### src/rtl/fb_port_arbiter.sv
`default_nettype none
// ============================================================================
// Module   : fb_port_arbiter
// Purpose  : Shares one single-port 256x240x8 frame-buffer RAM between the
//            PPU pixel writer (through a small FIFO) and the VGA scanline
//            prefetcher, which copies a complete line into the line buffer.
// Revision : 1.0  initial release
// ----------------------------------------------------------------------------
// Ports
//   clk, reset_n          clock, asynchronous active-low reset
//   ppu_wr_valid/_ready   PPU write handshake; ready = FIFO not full
//   ppu_wr_x/_y/_pixel    PPU pixel coordinate and palette index
//   line_req/_y           1-cycle pulse to fetch line line_req_y
//   line_busy/line_done   fetch in progress / 1-cycle completion pulse
//   err_overrun           sticky, line_req while a fetch was in progress
//   lb_we/lb_addr/lb_data line-buffer write port
//   fb_en/fb_we/fb_addr/fb_wdata/fb_rdata   frame-buffer RAM port
// ============================================================================
module fb_port_arbiter #(
    parameter int FIFO_DEPTH     = 4,
    parameter int RD_LATENCY     = 2,
    parameter int WR_SLOT_PERIOD = 8,
    parameter int LINE_W         = 256,
    parameter int LINE_H         = 240
) (
    input  logic        clk,
    input  logic        reset_n,
    input  logic        ppu_wr_valid,
    output logic        ppu_wr_ready,
    input  logic [7:0]  ppu_wr_x,
    input  logic [7:0]  ppu_wr_y,
    input  logic [7:0]  ppu_wr_pixel,
    input  logic        line_req,
    input  logic [7:0]  line_req_y,
    output logic        line_busy,
    output logic        line_done,
    output logic        err_overrun,
    output logic        lb_we,
    output logic [7:0]  lb_addr,
    output logic [7:0]  lb_data,
    output logic        fb_en,
    output logic        fb_we,
    output logic [15:0] fb_addr,
    output logic [7:0]  fb_wdata,
    input  logic [7:0]  fb_rdata
);

    localparam int         c_aw     = $clog2(FIFO_DEPTH);
    localparam int         c_cw     = c_aw + 1;
    localparam int         c_rw     = $clog2(WR_SLOT_PERIOD + 1);
    localparam logic [7:0] c_last_x = 8'(LINE_W - 1);
    localparam logic [8:0] c_line_h = 9'(LINE_H);

    typedef enum logic [1:0] {
        S_IDLE  = 2'd0,
        S_FETCH = 2'd1,
        S_DRAIN = 2'd2
    } state_t;

    // ------------------------------------------------------------------
    // State
    // ------------------------------------------------------------------
    state_t                  state_q, state_d;
    logic [7:0]              y_q, y_d;
    logic                    oor_q, oor_d;
    logic [7:0]              rd_x_q, rd_x_d;
    logic [7:0]              ret_x_q, ret_x_d;
    logic [c_rw-1:0]         rd_run_q, rd_run_d;
    logic [RD_LATENCY-1:0]   vld_q, vld_d;
    logic                    busy_q, busy_d;
    logic                    done_q, done_d;
    logic                    err_q, err_d;
    logic                    last_q, last_d;
    logic                    lb_we_q, lb_we_d;
    logic [7:0]              lb_addr_q, lb_addr_d;
    logic [7:0]              lb_data_q, lb_data_d;
    logic                    fb_en_q, fb_en_d;
    logic                    fb_we_q, fb_we_d;
    logic [15:0]             fb_addr_q, fb_addr_d;
    logic [7:0]              fb_wdata_q, fb_wdata_d;

    logic [23:0]             mem_q [FIFO_DEPTH];
    logic [c_aw-1:0]         wptr_q, wptr_d;
    logic [c_aw-1:0]         rptr_q, rptr_d;
    logic [c_cw-1:0]         cnt_q, cnt_d;
    logic                    rdy_q, rdy_d;

    // ------------------------------------------------------------------
    // Combinational helpers
    // ------------------------------------------------------------------
    logic        w_push, w_pop, w_full, w_ne, w_ret, w_accept, w_wr_go, w_slot;
    logic [23:0] w_head;
    logic        w_head_ok;

    assign w_push    = ppu_wr_valid && rdy_q;
    assign w_full    = (cnt_q == c_cw'(FIFO_DEPTH));
    assign w_ne      = (cnt_q != '0);
    assign w_head    = mem_q[rptr_q];
    assign w_head_ok = ({1'b0, w_head[23:16]} < c_line_h);
    assign w_ret     = vld_q[RD_LATENCY-1];
    assign w_accept  = line_req && (state_q == S_IDLE);
    // A fetch read may only be displaced by a write when the FIFO is
    // backing up or the read run has used up its allowance.
    assign w_slot    = w_ne && (w_full || (rd_run_q == c_rw'(WR_SLOT_PERIOD)));

    always_comb begin
        state_d    = state_q;
        y_d        = y_q;
        oor_d      = oor_q;
        rd_x_d     = rd_x_q;
        ret_x_d    = ret_x_q;
        rd_run_d   = rd_run_q;
        busy_d     = busy_q;
        done_d     = 1'b0;
        err_d      = err_q | (line_req && (state_q != S_IDLE));
        last_d     = 1'b0;
        lb_we_d    = 1'b0;
        lb_addr_d  = lb_addr_q;
        lb_data_d  = lb_data_q;
        fb_en_d    = 1'b0;
        fb_we_d    = 1'b0;
        fb_addr_d  = fb_addr_q;
        fb_wdata_d = fb_wdata_q;
        w_wr_go    = 1'b0;
        // Track reads at the RAM port, so the pipeline lines up with fb_rdata.
        vld_d      = (vld_q << 1) | RD_LATENCY'(fb_en_q & ~fb_we_q);

        if (w_ret) begin
            lb_we_d   = 1'b1;
            lb_addr_d = ret_x_q;
            lb_data_d = fb_rdata;
            last_d    = (ret_x_q == c_last_x);
            ret_x_d   = ret_x_q + 8'd1;
        end

        case (state_q)
            S_IDLE: begin
                w_wr_go = w_ne;
                if (w_accept) begin
                    state_d  = S_FETCH;
                    y_d      = line_req_y;
                    oor_d    = ({1'b0, line_req_y} >= c_line_h);
                    rd_x_d   = 8'd0;
                    ret_x_d  = 8'd0;
                    rd_run_d = '0;
                    busy_d   = 1'b1;
                end
            end
            S_FETCH: begin
                if (oor_q) begin
                    // Out-of-range line: fill with zeros, RAM stays free for writes.
                    w_wr_go   = w_ne;
                    lb_we_d   = 1'b1;
                    lb_addr_d = ret_x_q;
                    lb_data_d = 8'd0;
                    last_d    = (ret_x_q == c_last_x);
                    ret_x_d   = ret_x_q + 8'd1;
                    if (ret_x_q == c_last_x) begin
                        state_d = S_DRAIN;
                    end
                end else if (w_slot) begin
                    w_wr_go  = 1'b1;
                    rd_run_d = '0;
                end else begin
                    fb_en_d   = 1'b1;
                    fb_we_d   = 1'b0;
                    fb_addr_d = {y_q, rd_x_q};
                    rd_x_d    = rd_x_q + 8'd1;
                    rd_run_d  = w_ne ? rd_run_q + c_rw'(1) : '0;
                    if (rd_x_q == c_last_x) begin
                        state_d = S_DRAIN;
                    end
                end
            end
            S_DRAIN: begin
                w_wr_go = w_ne;
                // last_q marks the cycle lb_we is high for the final pixel.
                if (last_q) begin
                    state_d = S_IDLE;
                    done_d  = 1'b1;
                    busy_d  = 1'b0;
                end
            end
            default: begin
                state_d = S_IDLE;
                busy_d  = 1'b0;
            end
        endcase

        // Writes pop the FIFO head; off-screen entries are discarded silently.
        w_pop = w_wr_go;
        if (w_wr_go && w_head_ok) begin
            fb_en_d    = 1'b1;
            fb_we_d    = 1'b1;
            fb_addr_d  = {w_head[23:16], w_head[15:8]};
            fb_wdata_d = w_head[7:0];
        end

        wptr_d = w_push ? wptr_q + c_aw'(1) : wptr_q;
        rptr_d = w_pop  ? rptr_q + c_aw'(1) : rptr_q;
        cnt_d  = cnt_q + c_cw'(w_push) - c_cw'(w_pop);
        rdy_d  = (cnt_d != c_cw'(FIFO_DEPTH));
    end

    // FIFO storage carries no reset; occupancy is tracked by cnt_q.
    always_ff @(posedge clk) begin
        if (w_push) begin
            mem_q[wptr_q] <= {ppu_wr_y, ppu_wr_x, ppu_wr_pixel};
        end
    end

    always_ff @(posedge clk or negedge reset_n) begin
        if (!reset_n) begin
            state_q    <= S_IDLE;
            y_q        <= 8'd0;
            oor_q      <= 1'b0;
            rd_x_q     <= 8'd0;
            ret_x_q    <= 8'd0;
            rd_run_q   <= '0;
            vld_q      <= '0;
            busy_q     <= 1'b0;
            done_q     <= 1'b0;
            err_q      <= 1'b0;
            last_q     <= 1'b0;
            lb_we_q    <= 1'b0;
            lb_addr_q  <= 8'd0;
            lb_data_q  <= 8'd0;
            fb_en_q    <= 1'b0;
            fb_we_q    <= 1'b0;
            fb_addr_q  <= 16'd0;
            fb_wdata_q <= 8'd0;
            wptr_q     <= '0;
            rptr_q     <= '0;
            cnt_q      <= '0;
            rdy_q      <= 1'b0;
        end else begin
            state_q    <= state_d;
            y_q        <= y_d;
            oor_q      <= oor_d;
            rd_x_q     <= rd_x_d;
            ret_x_q    <= ret_x_d;
            rd_run_q   <= rd_run_d;
            vld_q      <= vld_d;
            busy_q     <= busy_d;
            done_q     <= done_d;
            err_q      <= err_d;
            last_q     <= last_d;
            lb_we_q    <= lb_we_d;
            lb_addr_q  <= lb_addr_d;
            lb_data_q  <= lb_data_d;
            fb_en_q    <= fb_en_d;
            fb_we_q    <= fb_we_d;
            fb_addr_q  <= fb_addr_d;
            fb_wdata_q <= fb_wdata_d;
            wptr_q     <= wptr_d;
            rptr_q     <= rptr_d;
            cnt_q      <= cnt_d;
            rdy_q      <= rdy_d;
        end
    end

    assign ppu_wr_ready = rdy_q;
    assign line_busy    = busy_q;
    assign line_done    = done_q;
    assign err_overrun  = err_q;
    assign lb_we        = lb_we_q;
    assign lb_addr      = lb_addr_q;
    assign lb_data      = lb_data_q;
    assign fb_en        = fb_en_q;
    assign fb_we        = fb_we_q;
    assign fb_addr      = fb_addr_q;
    assign fb_wdata     = fb_wdata_q;

endmodule
`default_nettype wire

### config.mk
export PLATFORM = sky130hd
export DESIGN_NAME = fb_port_arbiter
export DESIGN_NICKNAME = d
export VERILOG_FILES = /design/src/rtl/fb_port_arbiter.sv
export SDC_FILE = /design/constraint.sdc
export NUM_CORES = 1
export LEC_CHECK = 0
export CORE_ASPECT_RATIO = 0.75
export CORE_MARGIN = 5
export CORE_UTILIZATION = 55
export CTS_BUF_LIST = sky130_fd_sc_hd__clkbuf_16
export DETAILED_ROUTE_END_ITERATION = 8
export MAX_ROUTING_LAYER = met4
export PLACE_DENSITY = 0.79
export RECOVER_POWER = 25
export SETUP_SLACK_MARGIN = 0.5
export SYNTH_ARGS = -nofsm -noshare
export SYNTH_HDL_FRONTEND = slang
export SYNTH_SLANG_ARGS = --single-unit
### constraint.sdc
create_clock -name clk -period 3.6 [get_ports clk]
set_clock_uncertainty 0.15 [all_clocks]
set_input_delay 0.36 -clock clk [delete_from_list [all_inputs] [get_ports clk]]
set_output_delay 0.36 -clock clk [all_outputs]
set_load 0.01 [all_outputs]
==> results of run 1 <==
-- worst max-delay path, delay by kind of cell, from the launching register on --
family / cells / cell delay (ps)
buffers and inverters: 2 / 110
XOR/XNOR: 1 / 210
flip-flops: 1 / 420
AND/OR/NAND/NOR: 3 / 550
adder cells (fa/ha/maj): 4 / 1090
AO/OA/AOI/OAI: 1 / 240
-- routing by layer --
layer	part of all wire, %	vias up	track usage [%]
met1	44	2202	27.7
met4	1.3	0	5.71
met3	6.0	19	6.12
met5	0	-	-
met2	48	140	33.0
li1	-	1970	-
-- sequential cells by signal, indices dropped and copies added (netlist names), 2 cells and up --
signal and flops:
ret_x_q 8, fb_addr 16, lb_addr 8, lb_data 8, fb_wdata 8, vld_q 2, rd_x_q 8, rptr_q 2
y_q 8, rd_run_q 4, wptr_q 2, state_q 2, cnt_q 3, mem_q 96
-- timing repair --
action | in CTS | in global routing
hold buffers | 1 | 0
setup endpoints to repair | 0 | 2
endpoints found under the hold margin | 39 | 0
resized for setup | 0 | 1
-- kinds of logic after synthesis --
logic type               synth area share (%)
XOR/XNOR                                 1.91
buffers and inverters                    1.98
flip-flops                               69.3
multiplexers                             12.4
AND/OR/NAND/NOR                          7.28
adder cells (fa/ha/maj)                  1.98
AO/OA/AOI/OAI                            5.08
-- layout make-up --
| class | count | area [um^2] | area share, % |
|---|---|---|---|
| Tap cell | 171 | 214 | 2.38 |
| Inverter | 13 | 48.8 | 0.542 |
| Timing Repair Buffer | 104 | 1010 | 11.2 |
| Sequential cell | 184 | 5090 | 56.5 |
| Clock buffer | 17 | 425 | 4.72 |
| Multi-Input combinational cell | 263 | 2110 | 23.5 |
| Clock inverter | 15 | 111 | 1.24 |
-- cell usage in the layout, fill, tap and decap left out, types with 2 or more instances in the layout --
master            n
a2111oi_0         3
a211oi_1          4
a21o_1            3
a21oi_1           5
a22oi_1           5
a31o_2            2
a32o_1            3
and3_1            4
and3b_1           2
buf_4            14
clkbuf_16        17
clkdlybuf4s50_1  64
clkinv_1          3
clkinv_2          5
clkinv_4          2
clkinvlp_4        2
dfrtp_1          87
dlygate4sd3_1    26
edfxtp_1         96
ha_1             10
inv_1            14
mux2_1            8
mux2_2            9
mux2i_1          18
mux4_2           24
nand2_1          58
nand2b_1          4
nand3_1           7
nand4_1           5
nor2_1           27
nor2b_1           4
nor3_1            2
o21ai_0          24
o22ai_1           2
o31ai_1           3
or3_1             3
xnor2_1          11
xor2_1            5
-- power groups by stage --
stage | clock network (W) | registers [W] | logic (W)
2_1_floorplan | 0 | 0.00321 | 0.00171
3_3_place_gp | 0 | 0.00327 | 0.00264
3_5_place_dp | 0 | 0.00332 | 0.00272
4_1_cts | 0.00174 | 0.00328 | 0.00274
5_1_grt | 0.00184 | 0.00335 | 0.00297
6_report | 0.00170 | 0.00327 | 0.00270
-- final timing paths --
check	start	endpoint	slack [ps]	cells past startpoint
worst max-delay path	rd_run_q[0]$_DFFE_PN0P_	ppu_wr_ready$_DFF_PN0_	730	11
min in group asynchronous	reset_n	lb_data[1]$_DFF_PN0_	320	2
worst min-delay path	vld_q[0]$_DFF_PN0_	vld_q[1]$_DFF_PN0_	210	0
worst min register to register	vld_q[0]$_DFF_PN0_	vld_q[1]$_DFF_PN0_	210	0
max in group asynchronous	reset_n	lb_addr[0]$_DFF_PN0_	2200	3
worst max register to register	rd_run_q[0]$_DFFE_PN0P_	ppu_wr_ready$_DFF_PN0_	730	11
-- stage by stage --
step | utilization, % | hold slack [ps] | worst slack [ps] | total power [W]
finish | 69.2 | 207 | 729 | 0.00768
global route | 69.2 | 234 | 579 | 0.00816
CTS | 69.2 | 215 | 576 | 0.00776
detailed placement | 65.0 | 195 | 612 | 0.00604
global placement | 65.0 | 186 | 778 | 0.00591
floorplan | - | -85.6 | 972 | 0.00491
==> impl_metrics.json, run 1 <==
{
  "status": "complete, no violations",
  "p_per_area_nw_per_um2": 852,
  "tritoncts.num_buffers": 17,
  "power.share.clock_pct": 22.2,
  "cts.path.max_buffers": 2,
  "grt_setup_unrepaired": "no",
  "tns_ps": 0,
  "cp.required_ps": 3760,
  "dpl_cell_area_um2": 8460,
  "min_path_type": "register to register",
  "path_common_cell": "ha_1",
  "grt_use_total_pct": 21.1,
  "drtAntennaViolNets": 0,
  "synth_area_per_cell_um2": 15.2,
  "placed_cells": 734,
  "grt_max_degree": 42,
  "first_global_vias": 4507,
  "arrival_ps": 3030,
  "synth_seq_cells": 184,
  "yosys_warnings": 0,
  "cts_tree": "done",
  "synth_top_area_cell": "edfxtp_1",
  "cp_cell_sequence": "inv_1 -> ha_1 -> and3b_1 -> nor2_2 -> a21oi_1 -> ha_1 -> inv_1 -> ha_1 -> fa_1 -> xnor2_1 -> nand2_1",
  "startpoint_type": "register",
  "setup_viol": 0,
  "path_max_fanout": 6,
  "vias": 4331,
  "ios": 91,
  "maxSlewHeadroom_pct": 31.6,
  "clock.fmax_mhz": 348,
  "drtIter0Drc": 304,
  "drv_slew": 0,
  "vias_per_cell": 5.65,
  "worst_pin_slew_ps": 1030,
  "power.switching_w": 0.00255,
  "synthDistinctLibCells": 41,
  "synth_fp_nets": 537,
  "start_util_pct": 56.3,
  "synth_area_um2": 7330,
  "drt-pass1-iter-count": 4,
  "finalHoldViolations": 0,
  "port_buffers": 90,
  "drive_above_1_share_pct": 13.4,
  "synth_top_area_share_pct": 39.3,
  "synthCells": 482,
  "synth_most_common_cell": "edfxtp_1",
  "postSynth.asyncResetShare_pct": 47.8,
  "synth_edf_count": 96,
  "fp.dieH_um": 110,
  "synthToLayoutAreaGrowth_pct": 22.8,
  "ir_drop_v": 0.000607,
  "die_area_um2": 15800,
  "synthTopCellsByCount": "96 x edfxtp_1, 88 x dfrtp_1, 58 x nand2_1",
  "clk_pin_slew_ps": 60,
  "grt_first_pass_wirelength_mm": 24.2,
  "fillers": 869,
  "antenna-diode-count": 0,
  "layout.cells.non_filler": 767,
  "post-route-cell-area_um2": 9010,
  "synthFlopType": "edfxtp_1",
  "clock_latency_ps": 420,
  "overflow": 0,
  "gp_congestion": 0.828,
  "wire_per_inst_um": 19.1,
  "path_class": "register to register",
  "pwr-share-comb_pct": 35.2,
  "p_int_w": 0.00512,
  "die_w_um": 143,
  "ys_seq_area_share_pct": 69.3,
  "period_share_pct": 79.8,
  "cpPeakStageDelay_ps": 420,
  "maxCapViolCount": 0,
  "coreArea_um2": 13000,
  "cts.sinks": 184,
  "slowest_stage": "dfrtp_1",
  "period_minus_slack_ps": 2870,
  "route.detailed.drc": 0,
  "antenna_found_initial": 0,
  "dpl.hpwl_mm": 9.72,
  "p_leak_nw": 3.56,
  "totalWireLength_mm": 14.7,
  "cts_setup_buffers": 0,
  "synth_area_leaders": "edfxtp_1 39%, dfrtp_1 30%, mux4_2 7.4%, nand2_1 3.0%, mux2i_1 2.5%",
  "seq_power_share_pct": 42.6,
  "nets": 638,
  "cp-end-kind": "register",
  "htree_levels": 4,
  "cts_root_buf": "clkbuf_16",
  "sw_frac_of_total_pct": 33.2,
  "row_count": 36
}
Note: power is estimated with default switching activity, not from simulation.
==> run 2, diff against run 1 <==
CORE_UTILIZATION = 50   (was 55)
PLACE_DENSITY = 0.76   (was 0.79)
clock period = 2.5 ns   (was 3.6 ns; I/O delays follow)
==> run 2 against run 1 <==
Compared with the run above: wire length rose by 9.1%; critical path type unchanged; combinational power up 110%; non-clock buffer count increased by 25; via count increased by 4.3%.
==> impl_metrics.json, run 2 (synthesis results as in run 1) <==
{
  "grt_max_degree": 47,
  "min-delay-start": "vld_q[0]$_DFF_PN0_",
  "setup_viol": 0,
  "min_path_cells": 0,
  "tritoncts.num_buffers": 17,
  "overflow": 0,
  "fp.dieH_um": 115,
  "clock_latency_ps": 430,
  "p_int_w": 0.00878,
  "cts_root_buf": "clkbuf_16",
  "cp-end-kind": "register",
  "path_class": "register to register",
  "status": "complete, no violations",
  "antenna_found_initial": 2,
  "grt_use_total_pct": 20.5,
  "sw_frac_of_total_pct": 33.3,
  "vias": 4516,
  "largest-register": "mem_q",
  "power.share.clock_pct": 21.5,
  "rr_startpoint": "rd_run_q[1]$_DFFE_PN0P_",
  "wl_met3_mm": 1.01,
  "gp_congestion": 0.830,
  "tns_ps": 0,
  "hold_path_end": "vld_q[1]$_DFF_PN0_",
  "nets": 663,
  "largest_reg_flops": 96,
  "maxCapViolCount": 0,
  "totalWireLength_mm": 16.0,
  "port_buffers": 90,
  "cp.required_ps": 2660,
  "totalPowerFinal_w": 0.0132,
  "row_count": 38,
  "pwr-share-comb_pct": 43.4,
  "startpoint_type": "register",
  "p_per_area_nw_per_um2": 1360,
  "drtIter0Drc": 404,
  "path_max_fanout": 2,
  "p_leak_nw": 3.84,
  "final_common_cell": "edfxtp_1",
  "grt_setup_unrepaired": "yes",
  "synthToLayoutAreaGrowth_pct": 32.1,
  "clock.fmax_mhz": 425,
  "drt-pass1-iter-count": 5,
  "cts_tree": "done",
  "arrival_ps": 2520,
  "cts.sinks": 184,
  "drtAntennaViolNets": 0,
  "ff2ff_path_depth": 11,
  "drv_slew": 0,
  "maxSlewHeadroom_pct": 17.5,
  "first_global_vias": 4857,
  "period_share_pct": 94.2,
  "most-common-layout-cells": "96 x edfxtp_1, 86 x dfrtp_1, 65 x clkdlybuf4s50_1",
  "fillers": 974,
  "r2r_end": "ppu_wr_ready$_DFF_PN0_",
  "wire_per_inst_um": 19.4,
  "ir_drop_v": 0.000821,
  "power.switching_w": 0.00438,
  "die_area_um2": 17200,
  "cts.path.max_buffers": 2,
  "wl_met1_mm": 6.87,
  "wl_met2_mm": 7.86,
  "finalHoldViolations": 0,
  "coreArea_um2": 14400,
  "period_minus_slack_ps": 2350,
  "worst_pin_slew_ps": 1240,
  "clk_pin_slew_ps": 70,
  "grt_first_pass_wirelength_mm": 25.6,
  "top_layer": "met4",
  "vias_per_cell": 5.49,
  "route.detailed.drc": 0,
  "ios": 91,
  "seq_power_share_pct": 35.1,
  "min_path_type": "register to register",
  "htree_levels": 4,
  "start_util_pct": 50.9,
  "r2r_setup_slack_ps": 150,
  "drive_above_1_share_pct": 25.6,
  "dpl.hpwl_mm": 10.2,
  "die_w_um": 150
}
==> run 2: changes by cell type in the layout (fill, tap and decap cells not counted), sizes merged, moves of 2 or more <==
cell,delta
bufinv,+3
diode,+2
clkinv,-4
inv,+2
buf,+24
==> run 2: worst max path at each step <==
stage | cells past startpoint | end | startpoint | slack [ps]
after global placement | 11 | ppu_wr_ready$_DFF_PN0_ | rd_run_q[0]$_DFFE_PN0P_ | 150
after CTS | 11 | ppu_wr_ready$_DFF_PN0_ | rd_run_q[0]$_DFFE_PN0P_ | 120
after global routing | 11 | ppu_wr_ready$_DFF_PN0_ | rd_run_q[1]$_DFFE_PN0P_ | 70
after detailed placement | 11 | ppu_wr_ready$_DFF_PN0_ | rd_run_q[0]$_DFFE_PN0P_ | 40
final | 11 | ppu_wr_ready$_DFF_PN0_ | rd_run_q[1]$_DFFE_PN0P_ | 150
after floorplan | 11 | ppu_wr_ready$_DFF_PN0_ | rd_run_q[0]$_DFFE_PN0P_ | 110
==> run 2: per-stage QoR <==
stage | cell area [um^2] | cells | worst slack [ps] | hold WS [ps] | utilization [%]
detailed placement | 8700 | 776 | 36.8 | 156 | 60.4
global route | 9690 | 823 | 65.3 | 211 | 67.2
finish | 9690 | 823 | 146 | 208 | 67.2
CTS | 9620 | 819 | 124 | 205 | 66.8
floorplan | 7430 | 482 | 111 | -196 | -
global placement | 8700 | 776 | 145 | 148 | 60.4
==> run 2: repair_timing <==
item | 4_1_cts | 5_1_grt
hold buffers | 1 | 0
buffers inserted | 8 | 2
hold endpoints to repair | 45 | 0
pin swaps | 18 | 8
gates cloned | 2 | 0
setup endpoints to repair | 37 | 41
gates resized for setup | 54 | 12
==> run 2: final cells by class <==
type	count	area, um^2	share of cell area [%]
flip-flops and latches	184	5090	52.5
multi-input cells	263	2350	24.3
repair buffers	129	1310	13.5
clock buffers	17	425	4.39
well taps	200	250	2.58
clock inverters	15	203	2.09
inverters	13	48.8	0.504
diodes	2	5.00	0.0517
==> run 2: metal layers <==
metal  up-vias  track usage (%)
met5         -                -
met2       148             31.9
li1       2033                -
met4         0             7.01
met1      2313             26.7
met3        22             5.28
==> run 2: power by group through the flow <==
stage                     clock network, W  registers (W)  logic, W
after floorplan                          0        0.00462   0.00273
after global placement                   0        0.00461   0.00437
after detailed placement                 0        0.00465   0.00455
after CTS                          0.00288        0.00461   0.00556
after global routing               0.00300        0.00471   0.00614
final                              0.00283        0.00462   0.00571
==> run 2: worst max-delay path: stages, from the launching register on <==
cell and delay (ps):
dfrtp_1 340, inv_1 50, ha_2 170, and3b_2 220
nor2_4 140, a21oi_4 80, ha_4 280, inv_2 30
ha_4 150, fa_2 460, nor2_1 120, nand2_1 60
==> run 3, diff against run 2 <==
CORE_UTILIZATION = 55   (was 50)
PLACE_DENSITY = 0.79   (was 0.76)
clock period = 2.49 ns   (was 2.5 ns; I/O delays follow)
==> run 3 against run 2 <==
Compared with the run above: sequential share of layout area shrank 0.35 points; wire length is 4.9% higher; critical path depth did not move; worst setup slack improved by 40 ps; flip-flop and latch count stayed put; total power up 0.14%; design area grew 0.70%; maximum frequency up 2.2%; first-iteration DRC count increased by 4.7%; register-to-register slack better by 40 ps; critical endpoint unchanged; largest cell class unchanged; largest power group unchanged.
==> impl_metrics.json, run 3 (synthesis results as in run 1) <==
{
  "ff2ff_path_depth": 11,
  "start_util_pct": 56.3,
  "cts.sinks": 184,
  "grt_max_degree": 69,
  "coreArea_um2": 13000,
  "grt_use_total_pct": 23.0,
  "overflow": 0,
  "period_minus_slack_ps": 2300,
  "drv_slew": 0,
  "layout.cells.non_filler": 804,
  "cts.path.max_buffers": 2,
  "p_per_area_nw_per_um2": 1350,
  "htree_levels": 4,
  "r2r_setup_slack_ps": 190,
  "path_max_fanout": 2,
  "synthToLayoutAreaGrowth_pct": 33.0,
  "largest-register": "mem_q",
  "vias_per_cell": 5.77,
  "antenna_found_initial": 0,
  "fillers": 742,
  "period_share_pct": 92.5,
  "p_leak_nw": 3.88,
  "port_buffers": 90,
  "hold_ws_ps": 209,
  "die_w_um": 143,
  "vias": 4637,
  "tns_ps": 0,
  "nets": 675,
  "drt-pass1-iter-count": 8,
  "first_global_vias": 4763,
  "placed_cells": 743,
  "final_core_util_pct": 74.9,
  "finalHoldViolations": 0,
  "most-common-layout-cells": "96 x edfxtp_1, 85 x dfrtp_1, 68 x clkdlybuf4s50_1",
  "cp-end-kind": "register",
  "maxSlewHeadroom_pct": 9.79,
  "clk_pin_slew_ps": 70,
  "grt_first_pass_wirelength_mm": 26.1,
  "min_path_type": "primary input to register",
  "cts_tree": "done",
  "largest_reg_flops": 96,
  "startpoint_type": "register",
  "drtAntennaViolNets": 0,
  "dpl.hpwl_mm": 9.94,
  "final_common_cell": "edfxtp_1",
  "path_class": "register to register",
  "ir_drop_v": 0.000768,
  "min_path_cells": 3,
  "dpl_cell_area_um2": 8650,
  "maxCapViolCount": 0,
  "antenna-diode-count": 0,
  "die_area_um2": 15800,
  "post-route-cell-area_um2": 9750,
  "route.detailed.drc": 0,
  "drive_above_1_share_pct": 25.3,
  "ios": 91,
  "status": "complete, no violations",
  "grt_setup_unrepaired": "yes",
  "worst_pin_slew_ps": 1350,
  "clock_latency_ps": 430,
  "cts_root_buf": "clkbuf_16",
  "row_count": 36,
  "cp.required_ps": 2660,
  "totalWireLength_mm": 16.8,
  "arrival_ps": 2470,
  "tritoncts.num_buffers": 17,
  "clock.fmax_mhz": 434,
  "drtIter0Drc": 423,
  "wire_per_inst_um": 20.9,
  "gp_congestion": 0.809,
  "fp.dieH_um": 110,
  "setup_viol": 0
}
## run 3: changes by cell type in the layout (fill, tap and decap cells not counted), moves of 3 or more
cell             delta
o21ai_2             -9
o21ai_0             +8
buf_4               +7
nand2_1             +7
buf_6               +6
nand2_2             -5
clkinv_2            +4
a211oi_1            -3
clkdlybuf4s50_1     +3
dlygate4sd3_1       -3
## run 3: path summary, 6_finish.rpt
kind | startpoint | to
worst max-delay path | rd_run_q[0]$_DFFE_PN0P_ | ppu_wr_ready$_DFF_PN0_
worst min-delay path | line_req_y[0] | y_q[0]$_DFFE_PN0P_
worst max register to register | rd_run_q[0]$_DFFE_PN0P_ | ppu_wr_ready$_DFF_PN0_
worst min register to register | vld_q[0]$_DFF_PN0_ | vld_q[1]$_DFF_PN0_
max in group asynchronous | reset_n | state_q[1]$_DFFE_PN0P_
min in group asynchronous | reset_n | ppu_wr_ready$_DFF_PN0_
## run 3: report_power, final
group / switching (W) / total, W / internal (W)
Clock: 0.00110 / 0.00277 / 0.00166
Sequential: 0.000560 / 0.00468 / 0.00412
Combinational: 0.00269 / 0.00573 / 0.00303
Total: 0.00436 / 0.0132 / 0.00882
## run 3: layout make-up
type	instances	area [um^2]	share of cell area [%]
clock buffers	17	425	4.36
repair buffers	141	1420	14.5
clock inverters	15	184	1.89
inverters	13	48.8	0.500
flip-flops and latches	184	5090	52.2
multi-input cells	263	2380	24.4
well taps	171	214	2.19
## run 3: per-layer routing
metal	wire length, um	GRT usage [%]	part of all wire (%)
met1	7010	30.7	42
met2	8410	36.2	50
met3	1040	5.48	6.2
met4	312	6.45	1.9
met5	0	-	0
## run 3: timing repair
action	in CTS	in global routing
gates cloned	3	0
resized for setup	22	34
pin swaps	11	23
endpoints found under the setup margin	41	43
hold buffers	1	0
hold endpoints to repair	88	0
setup buffers	14	11
## run 3: stage by stage
stage | setup WS [ps] | total power (W)
CTS | 163 | 0.0128
detailed placement | 30.4 | 0.00917
global placement | 137 | 0.00897
floorplan | 101 | 0.00739
finish | 186 | 0.0132
global route | 140 | 0.0138
## run 3: critical path, stage by stage, from the launching register on
cell,delay [ps]
dfrtp_1,350
inv_1,60
ha_2,160
and3b_2,210
nor2_4,110
a21oi_4,70
ha_4,290
inv_2,40
ha_4,150
fa_2,430
nor2_2,110
nand2_1,50
